<file path="src/rtl/arm7tdmi_cp_issue.sv">
// Coprocessor instruction issue unit: decodes CDP/MRC/MCR/LDC/STC, runs the
// request/busy handshake with the coprocessor and produces completion or undef.

package arm7tdmi_pkg;
  typedef enum logic [2:0] {
    CP_CDP = 3'd0,
    CP_MCR = 3'd1,
    CP_MRC = 3'd2,
    CP_LDC = 3'd3,
    CP_STC = 3'd4
  } cp_op_t;
endpackage

module arm7tdmi_cp_issue
  import arm7tdmi_pkg::*;
#(
  parameter int unsigned MAX_BUSY = 16
) (
  input  logic        clk,
  input  logic        rst_n,
  input  logic        instr_valid,
  input  logic [31:0] instr,
  input  logic [31:0] rd_data,
  input  logic        flush,
  output logic        instr_done,
  output logic        undef_trap,
  output logic        cp_en,
  output cp_op_t      cp_op,
  output logic [3:0]  cp_num,
  output logic [3:0]  cp_crn,
  output logic [3:0]  cp_crm,
  output logic [2:0]  cp_op1,
  output logic [2:0]  cp_op2,
  output logic [31:0] cp_data_out,
  input  logic        cp_busy,
  input  logic        cp_absent,
  input  logic [31:0] cp_data_in,
  output logic        wb_en,
  output logic [3:0]  wb_rd,
  output logic [31:0] wb_data,
  output logic        nzcv_en,
  output logic [3:0]  nzcv
);

  localparam logic [1:0] IDLE  = 2'd0;
  localparam logic [1:0] ISSUE = 2'd1;
  localparam logic [1:0] WAIT  = 2'd2;
  localparam logic [1:0] DONE  = 2'd3;

  logic [1:0]  state_q, state_d;
  logic [7:0]  busy_cnt_q, busy_cnt_d;
  logic        undef_q, undef_d;
  cp_op_t      op_q;
  logic [3:0]  num_q, crn_q, crm_q, rd_q;
  logic [2:0]  op1_q, op2_q;
  logic [31:0] data_out_q, cap_q;

  cp_op_t      dec_op;
  logic        dec_valid;
  logic        accept;
  logic        cap_en;
  logic        mrc_done;
  logic        unused_instr;

  assign unused_instr = ^instr[31:28];

  always_comb begin
    dec_valid = 1'b1;
    dec_op    = CP_CDP;
    if (instr[27:24] == 4'b1110) begin
      if (instr[4]) begin
        dec_op = instr[20] ? CP_MRC : CP_MCR;
      end else begin
        dec_op = CP_CDP;
      end
    end else if (instr[27:25] == 3'b110) begin
      dec_op = instr[20] ? CP_LDC : CP_STC;
    end else begin
      dec_valid = 1'b0;
    end
  end

  always_comb begin
    state_d    = state_q;
    busy_cnt_d = busy_cnt_q;
    undef_d    = 1'b0;
    accept     = 1'b0;
    cap_en     = 1'b0;
    if (flush) begin
      state_d = IDLE;
    end else begin
      case (state_q)
        IDLE: begin
          // While an undef pulse is out, upstream is still holding the trapped instruction.
          if (instr_valid && !undef_q) begin
            if (dec_valid) begin
              accept  = 1'b1;
              state_d = ISSUE;
            end else begin
              undef_d = 1'b1;
            end
          end
        end
        ISSUE: begin
          if (cp_absent) begin
            undef_d = 1'b1;
            state_d = IDLE;
          end else if (cp_busy) begin
            busy_cnt_d = 8'd0;
            state_d    = WAIT;
          end else begin
            cap_en  = 1'b1;
            state_d = DONE;
          end
        end
        WAIT: begin
          busy_cnt_d = busy_cnt_q + 8'd1;
          if (!cp_busy) begin
            cap_en  = 1'b1;
            state_d = DONE;
          end else if ((32'(busy_cnt_q) + 32'd1) >= MAX_BUSY) begin
            undef_d = 1'b1;
            state_d = IDLE;
          end
        end
        default: state_d = IDLE;
      endcase
    end
  end

  always_ff @(posedge clk or negedge rst_n) begin
    if (!rst_n) begin
      state_q    <= IDLE;
      busy_cnt_q <= 8'd0;
      undef_q    <= 1'b0;
      op_q       <= CP_CDP;
      num_q      <= 4'd0;
      crn_q      <= 4'd0;
      crm_q      <= 4'd0;
      rd_q       <= 4'd0;
      op1_q      <= 3'd0;
      op2_q      <= 3'd0;
      data_out_q <= 32'd0;
      cap_q      <= 32'd0;
    end else begin
      state_q    <= state_d;
      busy_cnt_q <= busy_cnt_d;
      undef_q    <= undef_d;
      if (accept) begin
        op_q       <= dec_op;
        num_q      <= instr[11:8];
        crn_q      <= instr[19:16];
        crm_q      <= instr[3:0];
        rd_q       <= instr[15:12];
        op1_q      <= instr[23:21];
        op2_q      <= instr[7:5];
        data_out_q <= rd_data;
      end
      if (cap_en) begin
        cap_q <= cp_data_in;
      end
    end
  end

  assign cp_en       = (state_q == ISSUE) || (state_q == WAIT);
  assign cp_op       = op_q;
  assign cp_num      = num_q;
  assign cp_crn      = crn_q;
  assign cp_crm      = crm_q;
  assign cp_op1      = op1_q;
  assign cp_op2      = op2_q;
  assign cp_data_out = data_out_q;

  // flush wins over any completion or trap in the same cycle.
  assign instr_done = (state_q == DONE) && !flush;
  assign undef_trap = undef_q && !flush;
  assign mrc_done   = (state_q == DONE) && (op_q == CP_MRC) && !flush;
  assign wb_en      = mrc_done && (rd_q != 4'd15);
  assign nzcv_en    = mrc_done && (rd_q == 4'd15);
  assign wb_rd      = rd_q;
  assign wb_data    = cap_q;
  assign nzcv       = cap_q[31:28];

endmodule

</file>
<file path="config.mk">
export PLATFORM = sky130hd
export DESIGN_NAME = arm7tdmi_cp_issue
export DESIGN_NICKNAME = d
export VERILOG_FILES = /design/src/rtl/arm7tdmi_cp_issue.sv
export SDC_FILE = /design/constraint.sdc
export NUM_CORES = 1
export LEC_CHECK = 0
export BUFFER_PORTS_ARGS = -buffer_cell sky130_fd_sc_hd__buf_2
export CELL_PAD_IN_SITES_DETAIL_PLACEMENT = 1
export CELL_PAD_IN_SITES_GLOBAL_PLACEMENT = 2
export CORE_ASPECT_RATIO = 1.75
export CORE_MARGIN = 3
export CORE_UTILIZATION = 26
export DETAILED_ROUTE_END_ITERATION = 10
export PLACE_DENSITY_LB_ADDON = 0.1
export SLEW_MARGIN = 10
export SYNTH_ARGS = -nofsm -noshare
export SYNTH_HDL_FRONTEND = slang
export SYNTH_SLANG_ARGS = --single-unit
</file>
<file path="constraint.sdc">
create_clock -name clk -period 2 [get_ports clk]
set_clock_uncertainty 0.15 [all_clocks]
set_input_delay 0.3 -clock clk [delete_from_list [all_inputs] [get_ports clk]]
set_output_delay 0.3 -clock clk [all_outputs]
set_load 0.02 [all_outputs]
</file>
# --- Yosys cells after proc, flatten, opt, wreduce, memory -nomap -nowiden ---
# Index checks and enable logic that the tools add are counted.
word_totals:
  ff_bits: 100
  input_bits: 102
  word_cells: 76
  output_inout_bits: 98
classes:
  add_sub_neg: 2
  bitwise_logic: 1
  muxes: 33
  n_lt_le_gt_ge: 1
  n_eq_ne: 13
  n_reduce_logical: 14
ops:
  columns: ["operator", "count"]
  rows:
  - ["1-bit two-way mux", 16]
  - ["2-bit two-way mux", 8]
  - ["8-bit two-way mux", 2]
  - ["8-bit one-hot mux with 2 select lines", 1]
  - ["8-bit by 1-bit adder with 9-bit output (second input constant)", 1]
  - ["9-bit by 5-bit >= comparator with 1-bit output (second input constant)", 1]
  - ["3-bit two-way mux", 3]
  - ["8-bit by 1-bit adder with 8-bit output (second input constant)", 1]
  - ["4-bit == test (second input constant)", 2]
  - ["4-bit inequality test (second input constant)", 2]
  - ["1-bit logical AND", 7]
  - ["3-bit inequality test (second input constant)", 2]
  - ["2-bit one-hot mux with 3 select lines", 1]
  - ["2-bit == test (second input constant)", 2]
  - ["2-bit inequality test (second input constant)", 2]
  - ["4-bit AND reduction", 1]
  - ["3-bit by 2-bit == test with 1-bit output (second input constant)", 1]
  - ["3-bit == test (second input constant)", 1]
  - ["1-bit one-hot mux with 3 select lines", 1]
  - ["3-bit AND reduction", 1]
  - ["2-bit by 1-bit == test with 1-bit output (second input constant)", 1]
  - ["1-bit zero test", 2]
  - ["2-bit zero test", 1]
  - ["1-bit one-hot mux with 2 select lines", 1]
  - ["other kinds (3)", 3]

# --- Longest topological paths before layout ---
# Gate-level depths: netlist (run 1).
depth:
  ltp_word: 7
  depth_mapped: 8
  depth_no_buf: 6

# --- Worst setup path after synthesis (run 1) ---
# OpenSTA, ideal clock, no wires.
synth_path:
  path_type: "register -> register"
  from: "register state_q[0]"
  to: "register busy_cnt_q[7]"
  path_buffers: 0
  synth_period_minus_slack_ns: 1.971
  setup_slack_ns: 0.029
  arrival_ns: 1.752
  setup_time_ns: 0.069
  required_time_ns: 1.781
  stages_incl_launch_ff: 7
  cell_sequence: "dfrtp_1 > inv_1 > ha_1 > nand2b_4 > a21o_1 > or4_1 > nand3_1"
synth_between:
  elab_chain_cells: 3
  elab_cells_between_ends: 7
synth_rtl:
  columns: ["item", "line", "source"]
  rows:
  - ["from (decl)", "50", "logic [1:0] state_q, state_d;"]
  - ["from (signal assigned)", "146", "state_q <= state_d;"]
  - ["2-bit by 1-bit == test with 1-bit output or 2-bit == test (tied branches)", "92", "case (state_q)"]
  - ["2-bit inequality test (no line) or 2-bit nonzero test (tied branches)", null, null]
  - ["4-bit AND reduction (no line)", null, null]
  - ["to (signal assigned)", "147", "busy_cnt_q <= busy_cnt_d;"]
  - ["to (decl)", "51", "logic [7:0] busy_cnt_q, busy_cnt_d;"]
# Parallel ways exist; a longest one is shown, timed or not.
# A chain may end at the register's enable or synchronous reset.

# --- Final worst setup path (run 1) ---
layout_path:
  from: "register state_q[1]"
  to: "register cap_q[29], in the netlist wb_data[29]"
layout_between:
  elab_chain_cells: 3
  elab_cells_between_ends: 4
layout_rtl:
  columns: ["item", "line", "source"]
  rows:
  - ["2-bit == test or 2-bit by 1-bit == test with 1-bit output (tied branches)", "92", null]
  - ["1-bit one-hot mux with 2 select lines *", "92", null]
  - ["1-bit two-way mux *", "89", "if (flush) begin"]
  - ["to (signal assigned)", "160", "cap_q <= cp_data_in;"]
  - ["to (decl)", "56", "logic [31:0] data_out_q, cap_q;"]
# Mark *: on every way between the ends. The rest lies on a longest branch, timed or not.

==> flow_metrics.tcl, run 1 <==
set metrics [dict create \
    cap_viol_max_count 0 \
    design.core.area_um2 16000 \
    slowest_stage "dfrtp_1" \
    fin_area_um2 5990 \
    drive_above_1_share_pct 47.4 \
    ctsHtreeMaxLevel 3 \
    start_kind "register" \
    grt_max_degree 37 \
    p_int_mw 5.03 \
    synth_nets 405 \
    synth_compound_area_share_pct 5.39 \
    yosys-top-cells-area "dfrtp_1, mux2_1, ha_1" \
    numCtsBuffers 9 \
    io-pin-count 200 \
    power.switching_mw 3.22 \
    endpoint_kind "register" \
    setup-violations-final 0 \
    routed-via-count 3180 \
    path_max_fanout 16 \
    syn2layout_area_growth_pct 41.1 \
    overflow 0 \
    die_h_um 175 \
    avgSynthCellArea_um2 14.3 \
    syn_area_um2 4250 \
    cts_tree "yes" \
    p_sw_share_pct 39.0 \
    via_per_inst 4.51 \
    routed_wl_mm 12.4 \
    die_w_um 103 \
    relSlewSlack_pct 65.6 \
    worstMarginPinSlew_ns 0.516 \
    cts.sinks 100 \
    critPathBufInv 3 \
    max_clock_freq_ghz 0.512 \
    path_common_cell "buf_12" \
    path_class "reg -> reg" \
    maxSlewViolCount 0 \
    layout.cells.non_filler 705 \
    synth_top_area_share_pct 58.9 \
    fp-row-count 61 \
    outcome "completed" \
    leakagePower_nw 3.15 \
    synth_edf_count 0 \
    nNetsFinal 619 \
    yosysMostFrequentCell "dfrtp_1" \
    antenna_left 0 \
    grt_pass1_vias 3550 \
    yosys.area_share.adder_pct 1.77 \
    power_mw 8.25 \
    start_util_pct 26.6 \
    cts-root-buf "clkbuf_16" \
    fp.dieArea_um2 18000 \
    rsz0062_at_grt "yes" \
    synth_commonest_cells "dfrtp_1, mux2_1, nand2_1, nand2b_1" \
    share_comb_of_total_power_pct 39.6 \
    netlist.top_cell.by_area "dfrtp_1" \
    cts.clk_slew.worst_paths_ns 0.07 \
    ys_warn_count 0 \
    synth_top_family_by_area "multiplexers" \
    clkLatencyLatePin_ns 0.34 \
    power.sequential.fraction_pct 40.0 \
    max-clock-path-buffers 2 \
    antenna_found_initial 2 \
    crit_family "flip-flops" \
    async_flop_share_pct 100 \
    min_path_type "in -> reg" \
    place.gp.congestion 0.715 \
    synthXorXnorAreaFrac_pct 0 \
    synth_simple_gate_area_share_pct 7.63 \
    finalHoldViolCount 0 \
    synth_cells 297 \
    hold_depth 2 \
    crit_chain "inv_2 -> ha_1 -> nor2b_4 -> nor2_2 -> nor3_4 -> buf_12 -> buf_12 -> mux2_1" \
    synth_cell_types 42 \
    required_ns 2.08 \
    min_period_ns 1.95 \
    drt_iter0_drc 62 \
    drt_pass1_iterations 4 \
    rr_worst_depth 8 \
    muxShareOfSynthArea_pct 22.8 \
    p_clk_share_pct 20.4 \
    dp_hpwl_mm 9.70 \
    yosysSeqAreaShare_pct 58.9 \
    worstSetupPathDepth 8 \
    p_per_area_nw_per_um2 1380 \
    cpPeakStageDelay_ns 0.40 \
    cp.arrival_ns 2.03 \
    io_buffers 195 \
    fin_crit_sh_pct 97.6 \
    grt_pass1_wl_mm 18.7 \
    ys.flop_type "dfrtp_1" \
    ys_ff_latch 100 \
    vdd_ir_drop_max_mv 0.446 \
    place_area_um2 5520 \
    grtUsageTotal_pct 13.6 \
    wire_per_inst_um 17.6 \
    dp_cells 680 \
    drc_errors 0 \
]
[state kept, by name, summed over array words and instances (netlist names)]
| name | cells |
|---|---|
| cp_crn | 4 |
| cp_op1 | 3 |
| wb_rd | 4 |
| wb_data | 32 |
| busy_cnt_q | 8 |
| cp_crm | 4 |
| cp_op | 3 |
| cp_data_out | 32 |
| cp_op2 | 3 |
| undef_q | 1 |
| cp_num | 4 |
| state_q | 2 |
[layout by cell type, fill, tap and decap left out, drive strengths merged, types with 5 or more instances in the layout]
| master | count |
|---|---|
| nor2b | 6 |
| buf | 212 |
| ha | 6 |
| clkbuf | 11 |
| nand2b | 11 |
| dlygate4sd3 | 6 |
| mux2 | 86 |
| nand2 | 12 |
| inv | 7 |
| dfrtp | 100 |
| nor2 | 5 |
| a21oi | 5 |
| o21ai | 9 |
[power groups by stage]
stage               registers [mW]  logic [mW]  clock network, mW
floorplan                     4.38       0.861                  0
global placement              3.29        3.25                  0
detailed placement            3.35        3.28                  0
CTS                           3.31        3.30               1.78
global route                  3.43        3.53               1.85
finish                        3.30        3.27               1.69
[area by class of cell]
class                      count  area, um2
timing repair buffer         219       1290
sequential                   100       2500
tap                          189        236
clock inverter                 5       43.8
clock buffer                  10        239
inverter                       4       15.0
antenna                        1       2.50
fill                        1784       9960
multi-input combinational    177       1670
[kinds of logic after synthesis]
logic type | count (synthesis)
AOI/OAI and AO/OA | 32
adders and majority gates | 6
buffers and inverters | 20
DFF | 100
muxes | 86
and+or+nand+nor | 53
[worst paths after layout]
path,from,endpoint,slack (ns)
max,state_q[1],wb_data[29],0.05
min reg2reg,cp_data_out[10],cp_data_out[10],0.34
min in group asynchronous,rst_n,cp_data_out[24],0.30
min,rd_data[24],cp_data_out[24],0.02
max in group asynchronous,rst_n,state_q[0],0.78
max reg2reg,state_q[1],wb_data[29],0.05
[layer usage]
metal / up-vias / wire length, um / global-route usage, %
met3: 14 / 674 / 2.80
met1: 1580 / 4380 / 13.8
met2: 106 / 7150 / 26.0
li1: 1478 / - / -
met5: - / 13 / 0
met4: 2 / 184 / 5.36
[timing repair]
item                                    4_1_cts  5_1_grt
endpoints found under the hold margin        38        0
hold buffers                                  6        0
endpoints found under the setup margin       79       94
setup buffers                                 0        1
pin swaps                                     0        6
gates resized for setup                       6       14
gates cloned                                  0        2
[through the flow]
step	setup slack, ns	utilization, %	setup TNS [ns]	hold slack [ns]
floorplan	0.0290	-	0	-0.146
global placement	-0.00835	34.6	-0.0767	0.147
detailed placement	-0.0765	34.6	-2.12	0.157
CTS	-0.0300	36.9	-0.0751	0.000850
global route	-0.0517	37.6	-0.889	0.00744
finish	0.0480	37.6	0	0.0180
(Power assumes the default switching activity.)
==> inputs of run 2 (changes only) <==
--- a/config.mk
+++ b/config.mk
@@ -5,12 +5,13 @@
 export SDC_FILE = /design/constraint.sdc
 export NUM_CORES = 1
 export LEC_CHECK = 0
+export ABC_AREA = 1
 export BUFFER_PORTS_ARGS = -buffer_cell sky130_fd_sc_hd__buf_2
 export CELL_PAD_IN_SITES_DETAIL_PLACEMENT = 1
 export CELL_PAD_IN_SITES_GLOBAL_PLACEMENT = 2
 export CORE_ASPECT_RATIO = 1.75
 export CORE_MARGIN = 3
-export CORE_UTILIZATION = 26
+export CORE_UTILIZATION = 23
 export DETAILED_ROUTE_END_ITERATION = 10
 export PLACE_DENSITY_LB_ADDON = 0.1
 export SLEW_MARGIN = 10
==> run 2 against run 1 <==
Register-to-register slack improved by 0.05 ns. Die area increased by 15%. Routed wire length increased by 19%. Utilization decreased by 2.0 points. First-iteration DRC count increased by 40%. Power increased by 3.0%. Via count increased by 35%. Area after synthesis increased by 2.2%. Combinational power increased by 7.6%. Clock-buffer cell count increased by 1. Critical path type is now reg -> out. Largest cell class unchanged. Largest power group is now combinational logic.
==> flow_metrics.tcl, run 2 <==
set metrics [dict create \
    maxSlewViolCount 0 \
    yosysMostFrequentCell "nand2_1" \
    r2r_slack_ns 0.10 \
    p_int_mw 4.95 \
    io-pin-count 200 \
    vdd_ir_drop_max_mv 0.496 \
    p_clk_share_pct 20.1 \
    place_area_um2 5640 \
    yosysSeqAreaShare_pct 57.6 \
    overflow 0 \
    tns_ns 0 \
    antenna_found_initial 0 \
    holdWs_ns 0.0100 \
    path_max_fanout 2 \
    place.gp.congestion 0.731 \
    ys.flop_type "dfrtp_1" \
    routed-via-count 4283 \
    cts_tree "yes" \
    required_ns 1.55 \
    outcome "completed" \
    layout_common_cells "nand2_1, buf_2, dfrtp_1" \
    synth_commonest_cells "nand2_1, dfrtp_1, nand3_1, inv_1" \
    worstMarginPinSlew_ns 0.397 \
    p_sw_share_pct 41.8 \
    max-clock-path-buffers 2 \
    fin_area_um2 6520 \
    via_per_inst 4.30 \
    setup-violations-final 0 \
    leakagePower_nw 3.64 \
    clkLatencyLatePin_ns 0.35 \
    cts.sinks 100 \
    drt_iter0_drc 87 \
    io_buffers 195 \
    grt_pass1_wl_mm 24.1 \
    synth_nets 618 \
    fin_crit_sh_pct 96.6 \
    fill_cells 2209 \
    max_clock_freq_ghz 0.518 \
    die_h_um 188 \
    synth_top_area_share_pct 57.6 \
    rr_worst_depth 8 \
    grt_max_degree 46 \
    path_class "reg -> out" \
    cts.clk_slew.worst_paths_ns 0.07 \
    rsz0062_at_grt "yes" \
    endpoint_kind "output port" \
    wire_per_inst_um 14.8 \
    grtUsageTotal_pct 15.0 \
    r2r_start "state_q[0]" \
    async_flop_share_pct 100 \
    start_util_pct 23.7 \
    cap_viol_max_count 0 \
    synth_cells 510 \
    cp-endpoint "wb_en" \
    fp.dieArea_um2 20600 \
    design.core.area_um2 18300 \
    multi_input_area_um2 1630 \
    power_mw 8.49 \
    dp_hpwl_mm 10.7 \
    n_antenna_cell 0 \
    critPathLaunch "state_q[1]" \
    drt_pass1_iterations 4 \
    fp-row-count 65 \
    ctsHtreeMaxLevel 3 \
    numCtsBuffers 9 \
    power.sequential.fraction_pct 38.4 \
    synth_edf_count 0 \
    min_path_type "in -> reg" \
    avgSynthCellArea_um2 8.51 \
    drive_above_1_share_pct 32.8 \
    share_comb_of_total_power_pct 41.4 \
    final_common_cell "nand2_1" \
    cts-root-buf "clkbuf_16" \
    finalHoldViolCount 0 \
    syn_area_um2 4340 \
    ys_ff_latch 100 \
    syn2layout_area_growth_pct 50.1 \
    power.switching_mw 3.55 \
    synth_cell_types 29 \
    ys_warn_count 0 \
    antenna_left 0 \
    grt_pass1_vias 4692 \
    die_w_um 110 \
    p_per_area_nw_per_um2 1300 \
    netlist.top_cell.by_area "dfrtp_1" \
    drc_errors 0 \
    cp.arrival_ns 1.48 \
    regArea_um2 2500 \
    relSlewSlack_pct 73.5 \
    start_kind "register" \
    nNetsFinal 866 \
    yosys-top-cells-area "dfrtp_1, nand2_1, nand3_1" \
    reg2reg_to "busy_cnt_q[0]" \
    min_period_ns 1.93 \
    routed_wl_mm 14.8 \
]
-- run 2: cell type report --
cell class	count	area share [%]
clock inverters	5	0.519
multi-input cells	359	25.1
repair buffers	263	26.1
inverters	25	1.48
flip-flops and latches	100	38.4
well taps	234	4.49
clock buffers	11	3.88
-- run 2: how the worst min path moves through the flow --
stage	start	endpoint	slack, ns	cells after the start
finish	instr[2]	cp_crm[2]	0.01	3
global route	instr[2]	cp_crm[2]	0.009	3
CTS	instr[17]	cp_crn[1]	0.002	3
detailed placement	rst_n	state_q[0]	0.09	1
global placement	rst_n	state_q[0]	0.09	1
floorplan	rst_n	busy_cnt_q[0]	-0.15	0
-- run 2: kinds of logic (layout without fill, tap and decap cells) --
kind of cell             Yosys count  after routing  share of synthesized area [%]
XOR/XNOR                           1              1                          0.202
multiplexers                       1              1                          0.231
buffers and inverters             51            304                           5.50
AND/OR/NAND/NOR                  331            331                           31.1
AO/OA/AOI/OAI                     20             20                           3.60
adder cells (fa/ha/maj)            6              6                           1.73
flip-flops                       100            100                           57.6
-- run 2: worst max-delay path, stage by stage (launching register included) --
cell	delay (ns)
dfrtp_1	0.37
buf_6	0.11
ha_4	0.12
inv_4	0.04
nor3_4	0.13
nand3_2	0.10
nor2_1	0.11
buf_4	0.15
-- run 2: what timing repair did --
| item | 4_1_cts | 5_1_grt |
|---|---|---|
| endpoints found under the setup margin | 2 | 25 |
| cloned | 0 | 0 |
| endpoints found under the hold margin | 69 | 0 |
| hold buffers | 51 | 0 |
| gates resized for setup | 11 | 6 |
| setup buffers | 2 | 1 |
| pin swaps | 3 | 4 |
-- run 2: routing by layer --
layer | up-vias | part of all wire [%] | global-route usage [%]
met3 | 21 | 6.5 | 3.69
met4 | 0 | 2.4 | 5.86
met1 | 2059 | 37 | 16.1
li1 | 2071 | - | -
met5 | - | 0 | 0
met2 | 132 | 55 | 27.2
-- run 2: per-stage QoR --
| stage | setup slack [ns] | cells | utilization, % |
|---|---|---|---|
| 6_report | 0.0680 | 997 | 35.6 |
| 5_1_grt | -0.0436 | 997 | 35.6 |
| 4_1_cts | -0.0242 | 996 | 35.5 |
| 3_5_place_dp | 0.0749 | 927 | 30.8 |
| 3_3_place_gp | 0.132 | 927 | 30.8 |
| 2_1_floorplan | 0.0739 | 510 | - |
-- run 2: power groups by stage --
stage,Clock (mW),Sequential (mW),Combinational [mW]
final,1.71,3.26,3.52
after global routing,1.88,3.38,3.89
after CTS,1.79,3.27,3.60
after detailed placement,0,3.28,3.49
after global placement,0,3.25,3.45
after floorplan,0,4.20,1.13
==> inputs of run 3 (changes only) <==
--- a/config.mk
+++ b/config.mk
@@ -7,11 +7,12 @@
 export LEC_CHECK = 0
 export ABC_AREA = 1
 export BUFFER_PORTS_ARGS = -buffer_cell sky130_fd_sc_hd__buf_2
+export CAP_MARGIN = 20
 export CELL_PAD_IN_SITES_DETAIL_PLACEMENT = 1
 export CELL_PAD_IN_SITES_GLOBAL_PLACEMENT = 2
 export CORE_ASPECT_RATIO = 1.75
 export CORE_MARGIN = 3
-export CORE_UTILIZATION = 23
+export CORE_UTILIZATION = 28
 export DETAILED_ROUTE_END_ITERATION = 10
 export PLACE_DENSITY_LB_ADDON = 0.1
 export SLEW_MARGIN = 10
==> constraint.sdc (replaced) <==
create_clock -name clk -period 2.44 [get_ports clk]
set_clock_uncertainty 0.15 [all_clocks]
set_input_delay 0.366 -clock clk [delete_from_list [all_inputs] [get_ports clk]]
set_output_delay 0.366 -clock clk [all_outputs]
set_load 0.02 [all_outputs]
==> run 3 against run 2 <==
Power fell by 20%. Sequential share of layout area increased by 4.6 points. Utilization is 3.1 points higher. Register-to-register slack better by 0.24 ns. Non-clock buffer count decreased by 57. Clock-buffer cell count down 1. Final cell count down 11%. Combinational power is 22% lower. Critical path type unchanged. Global-route usage up 1.4 points. Setup slack improved by 0.23 ns. Critical endpoint is now nzcv_en. Via count fell by 5.1%. Routed wire length fell by 5.3%.
==> flow_metrics.tcl, run 3 (synthesis gave the netlist of run 2 again) <==
set metrics [dict create \
    outcome "completed" \
    wire_per_inst_um 15.7 \
    die_w_um 100 \
    syn2layout_area_growth_pct 34.1 \
    max-clock-path-buffers 2 \
    ctsHtreeMaxLevel 3 \
    via_per_inst 4.57 \
    grt_max_degree 55 \
    cap_viol_max_count 0 \
    cts_tree "yes" \
    dp_cells 872 \
    place.gp.congestion 0.746 \
    drt_iter0_drc 79 \
    io_buffers 195 \
    final_util_pct 38.7 \
    fin_area_um2 5820 \
    clkLatencyLatePin_ns 0.34 \
    rsz0062_at_grt "no" \
    min_period_ns 2.14 \
    layout.cells.non_filler 890 \
    grtUsageTotal_pct 16.4 \
    design.core.area_um2 15100 \
    drc_errors 0 \
    cts-root-buf "clkbuf_16" \
    routed-via-count 4064 \
    grt_pass1_vias 4340 \
    min_path_type "in -> reg" \
    fill_cells 1904 \
    path_max_fanout 5 \
    final_common_cell "nand2_1" \
    maxSlewViolCount 0 \
    cts.sinks 100 \
    holdWs_ns 0.0583 \
    layout_common_cells "nand2_1, buf_2, dfrtp_1" \
    nNetsFinal 809 \
    worstMarginPinSlew_ns 0.641 \
    vdd_ir_drop_max_mv 0.399 \
    fp-row-count 59 \
    setup-violations-final 0 \
    tns_ns 0 \
    die_h_um 171 \
    io-pin-count 200 \
    drt_pass1_iterations 4 \
    fp.dieArea_um2 17100 \
    antenna_left 0 \
    relSlewSlack_pct 57.1 \
    fin_crit_sh_pct 87.8 \
    leakagePower_nw 3.39 \
    cp.arrival_ns 1.63 \
    finalHoldViolCount 0 \
    dp_hpwl_mm 10.8 \
    start_kind "register" \
    start_util_pct 28.8 \
    p_per_area_nw_per_um2 1170 \
    path_class "reg -> out" \
    cts.clk_slew.worst_paths_ns 0.08 \
    antenna_found_initial 1 \
    routed_wl_mm 14.0 \
    grt_pass1_wl_mm 22.2 \
    drive_above_1_share_pct 33.4 \
    numCtsBuffers 9 \
    place_area_um2 5520 \
    endpoint_kind "output port" \
    required_ns 1.92 \
    max_clock_freq_ghz 0.467 \
    overflow 0 \
]
[run 3: changes by cell type in the layout (fill, tap and decap cells not counted), sizes merged]
| cell | delta |
|---|---|
| buf | -7 |
| clkbuf | -1 |
| clkinvlp | -1 |
| diode | +1 |
| inv | +2 |
| dlygate4sd3 | -50 |
[run 3: path summary, 6_finish.rpt]
check | from | to | slack [ns] | cells after the start
setup reg to reg | state_q[0] | wb_data[22] | 0.34 | 8
min in group asynchronous | rst_n | wb_data[0] | 0.28 | 2
setup / recovery | state_q[0] | nzcv_en | 0.30 | 6
hold reg to reg | wb_data[5] | wb_data[5] | 0.32 | 2
hold / removal | instr[3] | cp_crm[3] | 0.06 | 3
max in group asynchronous | rst_n | cp_data_out[6] | 1.27 | 3
[run 3: final cells by class]
cell class / instances / area (um2) / share of cell area [%]
antenna: 1 / 2.50 / 0.0430
clock inverter: 6 / 53.8 / 0.924
sequential: 100 / 2500 / 43.0
tap: 183 / 229 / 3.93
timing repair buffer: 206 / 1100 / 18.9
inverter: 25 / 93.8 / 1.61
multi-input combinational: 359 / 1600 / 27.5
clock buffer: 10 / 239 / 4.10
[run 3: through the flow]
stage,total power [mW],worst slack [ns]
CTS,6.95,0.223
global placement,5.39,0.386
floorplan,4.38,0.514
finish,6.79,0.297
detailed placement,5.48,0.336
global route,7.30,0.139
[run 3: report_power, final]
group	internal [mW]	leakage (nW)	total [mW]	switching, mW
sequential	2.30	1.29	2.66	0.358
clock	0.739	0.142	1.41	0.671
combinational	0.889	1.96	2.73	1.84
[run 3: metal layers]
layer / GRT usage (%) / wire (um) / up-vias
li1: - / - / 1956
met1: 18.1 / 5180 / 1971
met2: 31.1 / 7840 / 124
met3: 3.35 / 769 / 13
met4: 4.69 / 198 / 0
met5: 0 / 0 / -
[run 3: worst max-delay path, cell delays in order, from the launching register on]
cell and delay [ns]:
dfrtp_1 0.43, ha_1 0.18, inv_1 0.05, nor3_1 0.20, nand3_1 0.15, nor2_1 0.10, buf_2 0.17
[run 3: what timing repair did]
action                    4_1_cts  5_1_grt
resized for setup               0        0
hold endpoints to repair       14        0
hold buffers                    1        0
buffers inserted                0        0
